[src/rtl/i17916_seq_core.sv]
// rtl/i17916_seq_core.sv - serial "1011" pattern plus consecutive-ones run detector with a registered flag
// Optional build macro I17916_PAYLOAD_EN adds a sticky arm bit that inverts the flag after a history match.
module i17916_seq_core #(
   parameter int                RUN_MAX      = 4,
   parameter int                HIST_W       = 8,
   parameter logic [HIST_W-1:0] TRIG_PATTERN = 8'hA5
) (
   input  logic N,
   input  logic CK,
   input  logic reset,
   output logic output_single
);

   typedef enum logic [1:0] {S0, S1, S10, S101} state_t;

   localparam logic [3:0] RUN_MAX_C = 4'(RUN_MAX);

   state_t            state_q, state_d;
   logic [3:0]        run_cnt_q, run_cnt_d;
   logic [HIST_W-1:0] hist_q, hist_d;
   logic              output_single_q, output_single_d;
   logic              hit;
   logic              run_flag;
   logic              det;

   always_comb begin
      state_d = state_q;
      hit     = 1'b0;
      case (state_q)
         S0:      state_d = N ? S1 : S0;
         S1:      state_d = N ? S1 : S10;
         S10:     state_d = N ? S101 : S0;
         S101: begin
            state_d = N ? S1 : S10;
            hit     = N;
         end
         default: state_d = S0;
      endcase
   end

   // Counter saturates at RUN_MAX so the flag holds for as long as N stays high.
   always_comb begin
      run_cnt_d = 4'd0;
      if (N) begin
         run_cnt_d = (run_cnt_q == RUN_MAX_C) ? run_cnt_q : run_cnt_q + 4'd1;
      end
      run_flag = (run_cnt_d == RUN_MAX_C);
      hist_d   = {hist_q[HIST_W-2:0], N};
      det      = hit | run_flag;
   end

`ifdef I17916_PAYLOAD_EN
   logic armed_q, armed_d;

   always_comb begin
      armed_d         = armed_q | (hist_d == TRIG_PATTERN);
      output_single_d = armed_d ? ~det : det;
   end

   always_ff @(posedge CK) begin
      if (!reset) begin
         armed_q <= 1'b0;
      end else begin
         armed_q <= armed_d;
      end
   end
`else
   logic unused_trig;

   always_comb begin
      output_single_d = det;
      unused_trig     = (hist_d == TRIG_PATTERN);
   end
`endif

   always_ff @(posedge CK) begin
      if (!reset) begin
         state_q         <= S0;
         run_cnt_q       <= 4'd0;
         hist_q          <= '0;
         output_single_q <= 1'b0;
      end else begin
         state_q         <= state_d;
         run_cnt_q       <= run_cnt_d;
         hist_q          <= hist_d;
         output_single_q <= output_single_d;
      end
   end

   assign output_single = output_single_q;

endmodule

[config.mk]
export PLATFORM = sky130hd
export DESIGN_NAME = i17916_seq_core
export DESIGN_NICKNAME = d
export VERILOG_FILES = /design/src/rtl/i17916_seq_core.sv
export SDC_FILE = /design/constraint.sdc
export NUM_CORES = 1
export LEC_CHECK = 0
export CORE_AREA = 3 3 40 42
export CTS_CLUSTER_SIZE = 16
export DETAILED_ROUTE_END_ITERATION = 12
export DIE_AREA = 0 0 43 45
export GPL_TIMING_DRIVEN = 0
export PLACE_DENSITY = 0.52
export SLEW_MARGIN = 30
export SYNTH_ARGS = -nofsm -noshare
export SYNTH_HDL_FRONTEND = slang
export SYNTH_SLANG_ARGS = --single-unit
export TNS_END_PERCENT = 100
[constraint.sdc]
create_clock -name CK -period 1.8 [get_ports CK]
set_clock_uncertainty 0.15 [all_clocks]
set_input_delay 0.36 -clock CK [delete_from_list [all_inputs] [get_ports CK]]
set_output_delay 0.36 -clock CK [all_outputs]
set_load 0.01 [all_outputs]
==> run metrics <==
weighted congestion at the end of routability-driven global placement=0.6510; Hold-fix buffers, CTS=0; total core area=1285 um^2; CP max FO=1; part of the cycle the worst path needs=87.91%; fraction of power consumed by combinational cells=6.4%; HPWL Detailed=426.6 um; number of standard cells after synthesis=33; required arrival time at the worst endpoint=1290 ps; standby leakage power=0.0001643 uW; total instance count after detailed placement=51; Clk pin slew, worst setup/hold paths=50 ps; CP delay by family, top=buffers and inverters; buffers from clock root to sink, at most=2; ratio of total power to cell area=835.8 nW/um^2; sinks on the clock net=7; cell accounting for the most synthesized area=sky130_fd_sc_hd__dfxtp_1; startpoint of the lowest-slack register-to-register path=run_cnt_q[0]; post-layout net count=46; critical path cell sequence=clkdlybuf4s50_1; violation count after the first detailed-routing iteration=3; CTS resizes=0; outcome=finished, final reports clean; post-route worst setup slack=217.7 ps; detailed-route vias per instance=4.564; internal power consumption=255.0 uW; top-count cell post-synth=sky130_fd_sc_hd__dfxtp_1; antenna viol nets, final=0; CP Data Arrival Time=1070 ps; cell at the root of the clock tree=sky130_fd_sc_hd__clkbuf_4; Final Hold Viols=0; start point of the worst min-delay path=state_q[0]; Slew Viols, Final=0; Seq cells post-synth=7; area share of the leading cell type in the synthesized netlist=44.09%; total setup buffers inserted after CTS=0; growth of design area from synthesis to finish=23.62%; Avg WL per Cell=10.38 um; number of violations of the max-capacitance limit=0; delay contributed by the slowest stage of the critical path=520 ps; largest cells by area after synthesis=sky130_fd_sc_hd__dfxtp_1 (44%), sky130_fd_sc_hd__ha_1 (7.9%), sky130_fd_sc_hd__nand3b_1 (7.1%); Port Buffer Count=3; most instantiated flip-flop cell in the synthesis netlist=sky130_fd_sc_hd__dfxtp_1; sequential fraction of design power=50.1%; vias in the first global route=255; Critical Path Source Type=flip-flop; worst-skew pair later-pin latency=250 ps; clock share of power=43.5%; non-filler cells, final=55; CTS H-Tree Depth=1; number of search-and-repair iterations in the first detailed-routing pass=2; worst-case setup slack after placement=237.8 ps; Highest Clock Rate=632.0 MHz; utilization of the core after routing=30.57%; average cell area after synthesis=9.630 um^2; Post-Syn Area=317.8 um^2; worst setup path class=reg -> out; first-pass GRT wire length=1014 um; global route total overflow=0; Vert. Die Dim=45 um; FP Rows=13; cells on worst reg2reg path=6; number of stages on the worst hold path=2; type of the tightest min-delay check=reg -> reg; setup tns final=0 ps; drt drc=0; width of the die=43 um; Switching Fraction=22.33%; YS warnings=0; time the worst path needs with I/O delays and setup=1582 ps; Final setup viols=0; number of antenna violations at the first check in global routing=0; post-synthesis sequential area ratio=44.09%; Slew HR=83.48%; RSZ-0062 raised after global routing=false; register-to-register setup slack=220 ps; most instantiated cells after synthesis=sky130_fd_sc_hd__dfxtp_1 (7), sky130_fd_sc_hd__inv_1 (3), sky130_fd_sc_hd__nand3b_1 (3), sky130_fd_sc_hd__nor2_1 (3); switching power of the nets=73.34 uW; maximum resistive drop on vdd=0.0004267 V; count of buffering cells on the critical path with inverters included=1; hold slack final=352.4 ps; routed wire length=571 um; number of enable flip-flop cells after synthesis=0; cell with the biggest individual delay on the critical path=sky130_fd_sc_hd__clkdlybuf4s50_1; worst-case hold path end point=state_q[1]; Critical Path Sink Type=output pin; diodes inserted=0; Total Routing Usage GR=8.598%; FF-to-FF End=output_single; proportion of layout cells with a drive suffix above 1=12.50%; syn nets=38; share of synthesized registers carrying an async set or reset=0%; measured slew at the worst slew-check pin=247.5 ps; number of distinct standard cells referenced by the synthesized netlist=18; pin count of the biggest net entering global routing=8; number of ports placed on the die boundary=4; number of buffers created by CTS=3; full die area=1935 um^2; starting density of the core=24.73%; TritonCTS clock tree=yes; via count=251
cells by family (layout without fill, tap and decap cells):
group	count (synthesis)	in the layout	synth area share, %
compound gates	6	6	12.99
flops	7	7	44.09
buf+inv	3	10	3.543
simple gates	13	13	25.59
xor+xnor	1	1	2.756
mux	1	1	3.150
fa+ha+maj	2	2	7.873
per-layer routing:
layer  vias to the layer above  part of all wire (%)  global-route usage (%)
met2                         5                    49                   12.57
li1                        127                     -                       -
met5                         -                     0                       0
met3                         4                   4.7                   3.586
met4                         0                   8.8                   16.27
met1                       115                    37                   6.068
area by class of cell:
cell class	instances	area, um^2
Timing Repair Buffer	3	30.03
Tap cell	15	18.77
Clock buffer	4	26.28
Inverter	3	11.26
Fill cell	145	892.1
Sequential cell	7	140.1
Multi-Input combinational cell	23	166.4
cells in the final DEF, fill, tap and decap left out:
cell type,instances
sky130_fd_sc_hd__inv_1,3
sky130_fd_sc_hd__o21ai_1,1
sky130_fd_sc_hd__nor2_1,3
sky130_fd_sc_hd__a31oi_1,1
sky130_fd_sc_hd__mux2i_1,1
sky130_fd_sc_hd__o21ai_0,2
sky130_fd_sc_hd__and3_1,1
sky130_fd_sc_hd__ha_1,2
sky130_fd_sc_hd__o31ai_2,1
sky130_fd_sc_hd__nand2b_1,2
sky130_fd_sc_hd__nand2_1,1
sky130_fd_sc_hd__xnor2_1,1
sky130_fd_sc_hd__nand3_1,1
sky130_fd_sc_hd__clkbuf_4,3
sky130_fd_sc_hd__clkdlybuf4s50_1,3
sky130_fd_sc_hd__and4b_1,1
sky130_fd_sc_hd__dfxtp_1,7
sky130_fd_sc_hd__clkbuf_1,1
sky130_fd_sc_hd__nand3b_1,3
sky130_fd_sc_hd__nand3_2,1
sky130_fd_sc_hd__a21boi_0,1
worst max-delay path by stage:
stage,cells past startpoint,startpoint,end,slack (ps)
floorplan,6,run_cnt_q[0],output_single,410
global placement,5,N,run_cnt_q[2],270
detailed placement,5,N,run_cnt_q[2],240
CTS,1,output_single,output_single,200
global route,6,run_cnt_q[0],output_single,120
finish,1,output_single,output_single,220
tightest hold or removal path, cell delays in order, from the launching register on:
cell and delay, ps:
sky130_fd_sc_hd__dfxtp_1 320, sky130_fd_sc_hd__nand2b_1 60, sky130_fd_sc_hd__a21boi_0 70
stage by stage:
stage	power [uW]	area [um^2]
after floorplan	179.0	317.8
after global routing	351.4	392.9
after detailed placement	188.5	366.6
after CTS	335.3	392.9
after global placement	186.8	366.6
final	328.4	392.9
state kept, by name, summed over array words and instances, names as in the netlist:
register	count
output_single	1
state_q	2
run_cnt_q	4
power by group through the flow:
stage / registers, uW / logic, uW / clock network (uW)
floorplan: 166 / 12.6 / 0
global placement: 167 / 19.9 / 0
detailed placement: 168 / 21.0 / 0
CTS: 164 / 21.1 / 150
global route: 165 / 23.8 / 163
finish: 164 / 21.1 / 143
Power figures use the tool's default switching activity.
